**config.mk**
```make
export PLATFORM = sky130hd
export DESIGN_NAME = serial_word_arbiter_flat
export DESIGN_NICKNAME = d
export VERILOG_FILES = /design/src/rtl/serial_word_arbiter_if.sv /design/src/rtl/serial_word_arbiter.sv /design/src/flat_wrapper.sv
export SDC_FILE = /design/constraint.sdc
export NUM_CORES = 1
export LEC_CHECK = 0
export CAP_MARGIN = 10
export CORE_UTILIZATION = 45
export DETAILED_ROUTE_END_ITERATION = 10
export MAX_ROUTING_LAYER = met4
export PLACE_DENSITY = 0.69
export SLEW_MARGIN = 10
export SYNTH_ARGS = -nofsm -noshare
export SYNTH_HDL_FRONTEND = slang
export SYNTH_SLANG_ARGS = --single-unit
export TNS_END_PERCENT = 20
```
**constraint.sdc**
```tcl
create_clock -name clk -period 4.7 [get_ports clk]
set_clock_uncertainty 0.15 [all_clocks]
set_input_delay 1.175 -clock clk [delete_from_list [all_inputs] [get_ports clk]]
set_output_delay 1.175 -clock clk [all_outputs]
set_load 0.01 [all_outputs]
```
**src/rtl/serial_word_arbiter_if.sv**
```systemverilog
// Bus bundle for serial_word_arbiter.
// Carries the per-channel serial handshake (ch_valid/ch_data/ch_ready)
// and the parallel word / abort result signals.
//   master : requester side, drives serial bits and observes results
//   slave  : arbiter side, consumes serial bits and produces results
interface serial_word_arbiter_if #(
  parameter int n_ch  = 4,
  parameter int width = 8
);
  localparam int cw = $clog2(n_ch);

  logic [n_ch-1:0]  ch_valid;
  logic [n_ch-1:0]  ch_data;
  logic [n_ch-1:0]  ch_ready;
  logic             parallel_valid;
  logic [width-1:0] parallel_data;
  logic [cw-1:0]    parallel_ch;
  logic             word_abort;
  logic [cw-1:0]    abort_ch;

  modport master (
    output ch_valid,
    output ch_data,
    input  ch_ready,
    input  parallel_valid,
    input  parallel_data,
    input  parallel_ch,
    input  word_abort,
    input  abort_ch
  );

  modport slave (
    input  ch_valid,
    input  ch_data,
    output ch_ready,
    output parallel_valid,
    output parallel_data,
    output parallel_ch,
    output word_abort,
    output abort_ch
  );
endinterface

```
**src/rtl/serial_word_arbiter.sv**
```systemverilog
// serial_word_arbiter
// Shares one serial-to-parallel assembler among n_ch serial requesters.
// A channel is granted round-robin when the assembler is idle and keeps the
// grant until it has delivered width bits (LSB first) or has been idle for
// max_idle consecutive cycles, in which case the partial word is dropped.
// Ports:
//   clk  : clock
//   rst  : synchronous, active-high reset
//   bus  : serial_word_arbiter_if.slave
//          ch_valid/ch_data in, ch_ready out (combinational),
//          parallel_valid/parallel_data/parallel_ch out (registered),
//          word_abort/abort_ch out (registered)
module serial_word_arbiter #(
  parameter int n_ch     = 4,
  parameter int width    = 8,
  parameter int max_idle = 15
) (
  input  logic                  clk,
  input  logic                  rst,
  serial_word_arbiter_if.slave  bus
);

  localparam int cw = $clog2(n_ch);
  localparam int bw = $clog2(width);
  localparam int iw = $clog2(max_idle + 1);

  typedef enum logic [0:0] {
    ST_IDLE   = 1'b0,
    ST_LOCKED = 1'b1
  } state_t;

  state_t           state_q;
  logic [cw-1:0]    rr_ptr_q;
  logic [cw-1:0]    owner_q;
  logic [bw-1:0]    count_q;
  logic [iw-1:0]    idle_q;
  logic [width-1:0] shift_q;

  logic             parallel_valid_q;
  logic [width-1:0] parallel_data_q;
  logic [cw-1:0]    parallel_ch_q;
  logic             word_abort_q;
  logic [cw-1:0]    abort_ch_q;

  logic             win_found_s;
  logic [cw-1:0]    win_idx_s;
  logic [cw:0]      cand_s;
  logic             owner_valid_s;
  logic             owner_bit_s;
  logic             timeout_s;
  logic [n_ch-1:0]  ready_s;
  logic [width-1:0] word_d;
  logic [cw-1:0]    next_ptr_d;

  assign owner_valid_s = bus.ch_valid[owner_q];
  assign owner_bit_s   = bus.ch_data[owner_q];
  // The idle counter saturating at max_idle forces the abort even if the
  // owner's valid comes back in that very cycle.
  assign timeout_s     = (idle_q == iw'(max_idle));
  assign next_ptr_d    = (owner_q == cw'(n_ch - 1)) ? '0 : owner_q + cw'(1);

  // Round-robin search starting at rr_ptr_q, wrapping modulo n_ch.
  always_comb begin
    win_found_s = 1'b0;
    win_idx_s   = '0;
    cand_s      = '0;
    for (int k = 0; k < n_ch; k++) begin
      cand_s = {1'b0, rr_ptr_q} + (cw+1)'(k);
      if (cand_s >= (cw+1)'(n_ch)) begin
        cand_s = cand_s - (cw+1)'(n_ch);
      end else begin
        cand_s = cand_s;
      end
      if (!win_found_s && bus.ch_valid[cand_s[cw-1:0]]) begin
        win_found_s = 1'b1;
        win_idx_s   = cand_s[cw-1:0];
      end else begin
        win_found_s = win_found_s;
      end
    end
  end

  // Word as it would look once the owner's current bit is inserted.
  always_comb begin
    word_d          = shift_q;
    word_d[count_q] = owner_bit_s;
  end

  // Consume handshake: winner in IDLE, owner only (and never on timeout) in LOCKED.
  always_comb begin
    ready_s = '0;
    if (rst) begin
      ready_s = '0;
    end else if (state_q == ST_IDLE) begin
      if (win_found_s) begin
        ready_s[win_idx_s] = 1'b1;
      end else begin
        ready_s = '0;
      end
    end else begin
      if (timeout_s) begin
        ready_s = '0;
      end else begin
        ready_s[owner_q] = owner_valid_s;
      end
    end
  end

  // Arbitration FSM, word assembly and registered result outputs.
  always_ff @(posedge clk) begin
    if (rst) begin
      state_q          <= ST_IDLE;
      rr_ptr_q         <= '0;
      owner_q          <= '0;
      count_q          <= '0;
      idle_q           <= '0;
      shift_q          <= '0;
      parallel_valid_q <= 1'b0;
      parallel_data_q  <= '0;
      parallel_ch_q    <= '0;
      word_abort_q     <= 1'b0;
      abort_ch_q       <= '0;
    end else begin
      parallel_valid_q <= 1'b0;
      word_abort_q     <= 1'b0;
      case (state_q)
        ST_IDLE: begin
          if (win_found_s) begin
            owner_q <= win_idx_s;
            shift_q <= {{(width-1){1'b0}}, bus.ch_data[win_idx_s]};
            count_q <= bw'(1);
            idle_q  <= '0;
            state_q <= ST_LOCKED;
          end else begin
            state_q <= ST_IDLE;
          end
        end
        ST_LOCKED: begin
          if (timeout_s) begin
            word_abort_q <= 1'b1;
            abort_ch_q   <= owner_q;
            rr_ptr_q     <= next_ptr_d;
            count_q      <= '0;
            idle_q       <= '0;
            shift_q      <= '0;
            state_q      <= ST_IDLE;
          end else if (owner_valid_s) begin
            idle_q <= '0;
            if (count_q == bw'(width - 1)) begin
              parallel_valid_q <= 1'b1;
              parallel_data_q  <= word_d;
              parallel_ch_q    <= owner_q;
              rr_ptr_q         <= next_ptr_d;
              count_q          <= '0;
              shift_q          <= '0;
              state_q          <= ST_IDLE;
            end else begin
              shift_q <= word_d;
              count_q <= count_q + bw'(1);
            end
          end else begin
            idle_q <= idle_q + iw'(1);
          end
        end
        default: begin
          state_q <= ST_IDLE;
        end
      endcase
    end
  end

  assign bus.ch_ready       = ready_s;
  assign bus.parallel_valid = parallel_valid_q;
  assign bus.parallel_data  = parallel_data_q;
  assign bus.parallel_ch    = parallel_ch_q;
  assign bus.word_abort     = word_abort_q;
  assign bus.abort_ch       = abort_ch_q;

endmodule

```
**src/flat_wrapper.sv**
```systemverilog
// flat-port wrapper written by rule: the top's interface ports become plain ports
module serial_word_arbiter_flat 
#(
  parameter int n_ch     = 4,
  parameter int width    = 8,
  parameter int max_idle = 15
)
  (clk, rst, bus_ch_valid, bus_ch_data, bus_ch_ready, bus_parallel_valid, bus_parallel_data, bus_parallel_ch, bus_word_abort, bus_abort_ch);
  serial_word_arbiter_if #(.n_ch(n_ch), .width(width)) bus_i ();
  input  logic clk;
  input  logic rst;
  input wire logic [$bits(bus_i.ch_valid)-1:0] bus_ch_valid;
  input wire logic [$bits(bus_i.ch_data)-1:0] bus_ch_data;
  output wire logic [$bits(bus_i.ch_ready)-1:0] bus_ch_ready;
  output wire logic [$bits(bus_i.parallel_valid)-1:0] bus_parallel_valid;
  output wire logic [$bits(bus_i.parallel_data)-1:0] bus_parallel_data;
  output wire logic [$bits(bus_i.parallel_ch)-1:0] bus_parallel_ch;
  output wire logic [$bits(bus_i.word_abort)-1:0] bus_word_abort;
  output wire logic [$bits(bus_i.abort_ch)-1:0] bus_abort_ch;
  assign bus_i.ch_valid = bus_ch_valid;
  assign bus_i.ch_data = bus_ch_data;
  assign bus_ch_ready = bus_i.ch_ready;
  assign bus_parallel_valid = bus_i.parallel_valid;
  assign bus_parallel_data = bus_i.parallel_data;
  assign bus_parallel_ch = bus_i.parallel_ch;
  assign bus_word_abort = bus_i.word_abort;
  assign bus_abort_ch = bus_i.abort_ch;
  serial_word_arbiter #(.n_ch(n_ch), .width(width), .max_idle(max_idle)) u_core (.clk(clk), .rst(rst), .bus(bus_i));
endmodule
```
==> out/results.tsv, run 1 <==
stage	metric	value	unit
clocking	CTS tree	yes	
placement	Post-Place Worst Slack	0.186	ns
detailed_routing	DR vias/cell	5.29	
die	I/O Pins	28	
pwr	share of power burned in the clock network	0.427	
placement	Final Wtd Congestion	0.838	
detailed_routing	number of remaining DRC errors	0	
clocking	root buffer cell	clkbuf_8	
pwr	PD cells	298	nW/um^2
yosys	post-synthesis sequential area ratio	0.391	
worst_setup_path	CP Launch Type	primary input	
global_routing	grt ovf	0	
detailed_routing	DR vias	1501	
cells_and_area	share of cells above drive strength 1	0.0847	
worst_setup_path	Worst setup EP type	primary output	
yosys	syn nets	226	
clocking	H-tree levels	2	
timing	setup slack after layout	0.195	ns
global_routing	vias in the first global route	1394	
global_routing	Global Route Usage Sum	0.205	
die	Die H	64.2	um
pwr	static leakage	0.829	nW
yosys	synthesized flop and latch total	34	
detailed_routing	WL/cell	12.7	um
die	die extent in x	64.2	um
timing	Setup TNS	0	ns
timing	Setup violations, final	0	
pwr	Psw	0.158	mW
clocking	clk_lat worst skew	0.28	ns
pwr	Switching Share	0.247	
worst_setup_path	CP max FO	6	
worst_setup_path	critical path arrival	3.18	ns
yosys	number of synthesized flops with an enable pin	0	
job	MaxCap Viol Count	0	
timing	Final Slew Violations	0	
global_routing	largest net degree at the start of global routing	31	
yosys	mean post-synth cell area	8.32	um^2
timing	Final Critical Period	4.50	ns
cells_and_area	area grow syn2layout	23.5	%
clocking	CTS clk-pin slew, worst paths	0.07	ns
timing	Final Hold Vio Count	0	
yosys	Synth Instances	209	
detailed_routing	detailed-router iteration count before antenna repair	4	
cells_and_area	diode count	0	
global_routing	first-pass GRT wire length	6440	um
timing	Slew HR	0.680	
cells_and_area	number of fill cells	347	
yosys	post-synth cell types	39	
detailed_routing	DR iter-0 viols	76	
cells_and_area	nets@finish	252	
min_path	worst hold-check path type	flop to flop	
clocking	post-cts gate resize count	0	
worst_setup_path	critical path type	primary input to primary output	
placement	hpwl dp	2460	um
clocking	setup bufs post-CTS	0	
pwr	cell internal pwr	0.482	mW
worst_setup_path	CP Data Required Time	3.38	ns
die	die area	4120	um^2
pwr	VDD IR-drop max	0.248	mV
outcome	status	finished clean	
timing	FMAX	222	MHz
yosys	ys async rst share	0	
die	initial core utilization	0.472	
clocking	TritonCTS buffer count	5	
global_routing	initial antenna violation count	0	
clocking	cts hold-fix bufs	0	
timing	RSZ-0062 raised after global routing	false	
placement	Port Buffers	27	
yosys	Post-Syn Area	1740	um^2
detailed_routing	antenna viol nets, final	0	
pwr	Seq pwr share	0.469	
die	Core ar.	3690	um^2
detailed_routing	final wirelength	3620	um
pwr	Comb pwr share	0.104	
die	count of standard-cell rows	22	
timing	Worst Max-Slew Pin Slew	0.480	ns
clocking	clock sink count	34	
clocking	CTS max path bufs	2	
yosys	commonest register cell after synthesis	dfxtp_1	
yosys	Yosys warnings	0	
timing	Final Cycle Share	0.958	
==> cell type report <==
type                            instances  area [um^2]  area share
Clock inverter                          3         45.0      0.0210
Sequential cell                        34          681       0.317
Timing Repair Buffer                   30          293       0.136
Clock buffer                            5         68.8      0.0320
Inverter                                6         22.5      0.0105
Multi-Input combinational cell        158          978       0.455
Tap cell                               48         60.1      0.0280
==> cells by family (layout without fill, tap and decap cells) <==
group,after synthesis,after routing,share of synthesized area
DFF,34,34,0.391
muxes,15,15,0.106
AOI/OAI and AO/OA,45,45,0.155
adders and majority gates,7,7,0.0504
and+or+nand+nor,91,91,0.250
buffers and inverters,17,44,0.0475
==> through the flow <==
| stage | utilization | cells | hold slack [ns] | power (mW) | instance area [um^2] |
|---|---|---|---|---|---|
| final | 0.582 | 284 | 0.323 | 0.639 | 2150 |
| after global routing | 0.582 | 284 | 0.347 | 0.667 | 2150 |
| after CTS | 0.582 | 284 | 0.327 | 0.644 | 2150 |
| after detailed placement | 0.551 | 276 | 0.316 | 0.372 | 2030 |
| after global placement | 0.551 | 276 | 0.312 | 0.373 | 2030 |
| after floorplan | - | 209 | 0.295 | 0.350 | 1740 |
==> path summary, 6_finish.rpt <==
path | startpoint | endpoint | slack [ns] | cells past startpoint
setup / recovery | bus_ch_valid[3] | bus_ch_ready[1] | 0.20 | 6
hold / removal | u_core.shift_q[0] | u_core.shift_q[0] | 0.32 | 2
setup reg to reg | u_core.owner_q[0] | u_core.shift_q[0] | 2.28 | 6
hold reg to reg | u_core.shift_q[0] | u_core.shift_q[0] | 0.32 | 2
==> critical path, stage by stage <==
cell             delay [ns]
clkdlybuf4s50_1        0.50
mux4_2                 0.51
and3_1                 0.24
a22oi_1                0.20
nor2_1                 0.06
clkdlybuf4s50_1        0.49
==> placed cells by master (no fill, tap or decap), drive strengths merged <==
cell type / n
nor3b: 2
nor2: 51
o22ai: 1
and2: 3
inv: 6
clkbuf: 5
a211oi: 1
dfxtp: 34
nor2b: 10
clkinvlp: 2
ha: 7
bufinv: 1
a22oi: 9
or3: 2
o21a: 1
a31oi: 1
mux4: 2
o21ai: 3
or2: 1
clkdlybuf4s50: 27
nand2: 10
mux2: 4
o22a: 1
and3: 1
a21oi: 25
nor3: 3
nand2b: 1
buf: 3
or4b: 1
nor4: 1
a221oi: 1
o221ai: 1
nand3b: 1
mux2i: 9
a311oi: 1
nand3: 3
nand4: 1
==> power groups by stage <==
stage | Combinational [mW] | Sequential, mW | Clock (mW)
4_1_cts | 0.0663 | 0.300 | 0.278
3_3_place_gp | 0.0664 | 0.306 | 0
2_1_floorplan | 0.0485 | 0.302 | 0
3_5_place_dp | 0.0661 | 0.306 | 0
5_1_grt | 0.0735 | 0.301 | 0.292
6_report | 0.0664 | 0.300 | 0.273
==> cells in the mapped netlist (all sizes together), types with 3 or more instances <==
| library cell | number | share of area |
|---|---|---|
| mux2i | 9 | 0.052 |
| inv | 6 | 0.013 |
| nor3 | 3 | 0.0086 |
| clkbuf | 8 | 0.017 |
| a21oi | 25 | 0.072 |
| o21ai | 3 | 0.0086 |
| nor2b | 10 | 0.040 |
| a22oi | 9 | 0.039 |
| buf | 3 | 0.017 |
| and2 | 3 | 0.011 |
| ha | 7 | 0.050 |
| dfxtp | 34 | 0.39 |
| nand2 | 10 | 0.026 |
| nor2 | 51 | 0.11 |
| mux2 | 4 | 0.026 |
| nand3 | 3 | 0.0086 |
==> sequential cells by signal (all words and copies together) (netlist names) <==
name	flops
u_core.bus.word_abort	1
u_core.bus.parallel_ch	2
u_core.idle_q	4
u_core.rr_ptr_q	2
u_core.shift_q	8
u_core.owner_q	2
u_core.state_q	1
u_core.bus.abort_ch	2
u_core.count_q	3
u_core.bus.parallel_valid	1
u_core.bus.parallel_data	8
==> metal layers <==
metal	vias to the layer above	track usage	routed length, um
li1	778	-	-
met1	686	0.275	1870
met2	31	0.309	1530
met3	6	0.0429	163
met4	0	0.0667	53
met5	-	-	0
Power figures use the tool's default switching activity.
==> inputs of run 2 (changes only) <==
Settings changed: CORE_ASPECT_RATIO set to 1.1, CORE_UTILIZATION 45 to 25, PLACE_DENSITY 0.69 to unset.
==> out/results.tsv, run 2 (synthesized netlist as in run 1, its figures left out) <==
stage	metric	value	unit
cells_and_area	final instance count without filler cells	318	
timing	Final Critical Period	4.53	ns
cells_and_area	number of fill cells	717	
min_path	worst hold-check path type	flop to flop	
worst_setup_path	Top Family by Delay on Critical Path	buffers and inverters	
clocking	clk_lat worst skew	0.29	ns
timing	Final Slew Violations	0	
worst_setup_path	worst reg-to-reg path cell count	6	
outcome	status	finished clean	
worst_setup_path	CP Launch Type	primary input	
detailed_routing	final wirelength	4000	um
clocking	CTS clk-pin slew, worst paths	0.07	ns
min_path	Hold Path Origin	u_core.rr_ptr_q[0]	
die	count of standard-cell rows	31	
pwr	PD cells	276	nW/um^2
cells_and_area	diode count	0	
placement	Post-Place Worst Slack	0.157	ns
timing	Setup violations, final	0	
worst_setup_path	CP Data Required Time	3.38	ns
global_routing	largest net degree at the start of global routing	28	
cells_and_area	cell area after layout	2170	um^2
clocking	H-tree levels	2	
timing	worst hold margin	0.318	ns
worst_setup_path	FF-to-FF Start	u_core.owner_q[0]	
placement	Final Wtd Congestion	0.901	
global_routing	first-pass GRT wire length	6960	um
worst_setup_path	CP max FO	6	
clocking	root buffer cell	clkbuf_8	
timing	setup slack after layout	0.175	ns
worst_setup_path	CP Depth	6	
timing	Setup TNS	0	ns
worst_setup_path	CP Cell Sequence	clkdlybuf4s50_1 -> mux4_2 -> and3_1 -> a22oi_1 -> nor2_1 -> clkdlybuf4s50_1	
die	Die H	89.5	um
die	Core ar.	6670	um^2
worst_setup_path	CP Buf/Inv Count	2	
worst_setup_path	Largest stage delay, worst path	0.51	ns
detailed_routing	DR vias	1503	
timing	Worst Max-Slew Pin Slew	0.532	ns
timing	Final Cycle Share	0.963	
placement	Port Buffers	27	
worst_setup_path	crit path launch	bus_ch_valid[3]	
job	MaxCap Viol Count	0	
clocking	setup bufs post-CTS	0	
global_routing	initial antenna violation count	0	
clocking	CTS max path bufs	2	
pwr	power after layout	0.600	mW
pwr	VDD IR-drop max	0.171	mV
cells_and_area	nets@finish	252	
cells_and_area	share of cells above drive strength 1	0.0847	
placement	hpwl dp	2770	um
pwr	static leakage	0.826	nW
timing	FMAX	221	MHz
detailed_routing	number of remaining DRC errors	0	
global_routing	grt ovf	0	
cells_and_area	Util after Layout	0.326	
die	die area	7290	um^2
timing	RSZ-0062 raised after global routing	false	
global_routing	Global Route Usage Sum	0.129	
timing	Slew HR	0.645	
clocking	post-cts gate resize count	0	
clocking	clock sink count	34	
clocking	cts hold-fix bufs	0	
clocking	CTS tree	yes	
detailed_routing	DR vias/cell	4.73	
placement	DP Cell Count	310	
detailed_routing	WL/cell	12.6	um
worst_setup_path	Worst setup EP type	primary output	
die	I/O Pins	28	
global_routing	vias in the first global route	1477	
worst_setup_path	critical path arrival	3.20	ns
worst_setup_path	critical path type	primary input to primary output	
die	die extent in x	81.5	um
worst_setup_path	Top cell by count, worst path	clkdlybuf4s50_1	
clocking	TritonCTS buffer count	5	
placement	dpl cell area	2070	um^2
worst_setup_path	critical register-to-register path endpoint	u_core.shift_q[0]	
timing	Final Hold Vio Count	0	
detailed_routing	DR iter-0 viols	52	
worst_setup_path	CP max-delay cell	mux4_2	
detailed_routing	detailed-router iteration count before antenna repair	4	
cells_and_area	commonest non-fill, non-tap cells in the layout	nor2_1 (50), dfxtp_1 (34), clkdlybuf4s50_1 (27)	
die	initial core utilization	0.261	
worst_setup_path	Reg2Reg Setup Slack	2.23	ns
worst_setup_path	crit path capture	bus_ch_ready[1]	
cells_and_area	area grow syn2layout	24.9	%
detailed_routing	antenna viol nets, final	0	
cells_and_area	commonest non-fill, non-tap cell in the layout	nor2_1	
-- run 2: cell types whose count changed in the layout (fill, tap and decap cells not counted), sizes merged --
cell | before | now
clkinvlp | 2 | 1
bufinv | 1 | 0
clkbuf | 5 | 6
clkinv | 0 | 1
-- run 2: layout make-up --
cell class | instances | area (um^2) | area share
clock buffer | 6 | 82.6 | 0.0380
tap | 82 | 103 | 0.0472
timing repair buffer | 30 | 293 | 0.135
sequential | 34 | 681 | 0.313
inverter | 6 | 22.5 | 0.0104
clock inverter | 2 | 12.5 | 0.00576
multi-input combinational | 158 | 978 | 0.450
-- run 2: how the worst min path moves through the flow --
stage / slack [ns] / to / depth (start not counted)
final: 0.32 / u_core.rr_ptr_q[0] / 2
after global routing: 0.37 / u_core.bus.parallel_data[1] / 2
after CTS: 0.32 / u_core.rr_ptr_q[0] / 2
after detailed placement: 0.31 / u_core.rr_ptr_q[0] / 2
after global placement: 0.31 / u_core.shift_q[0] / 2
after floorplan: 0.30 / u_core.rr_ptr_q[0] / 2
-- run 2: per-layer routing --
layer	up-vias	track usage	wire, um
met4	0	0.0763	136
li1	773	-	-
met3	13	0.0316	182
met2	33	0.192	1790
met1	684	0.155	1890
met5	-	-	0
-- run 2: worst reg2reg max path, cell delays in order, from the launching register on --
cell and delay [ns]:
dfxtp_1 0.49, mux4_2 0.55, buf_4 0.17, or2_4 0.26, nand2b_1 0.40, a21oi_1 0.09
a221oi_1 0.28
-- run 2: power breakdown --
part	switching (mW)	internal, mW	leakage [nW]
clock network	0.114	0.118	0.0472
logic	0.0366	0.0316	0.503
registers	0.00758	0.292	0.275
==> inputs of run 3 (changes only) <==
Settings changed: CTS_BUF_LIST set to sky130_fd_sc_hd__clkbuf_4 sky130_fd_sc_hd__clkbuf_8.
==> results of run 3 <==
Final layout, timing and power as in run 2 (identical DEF).
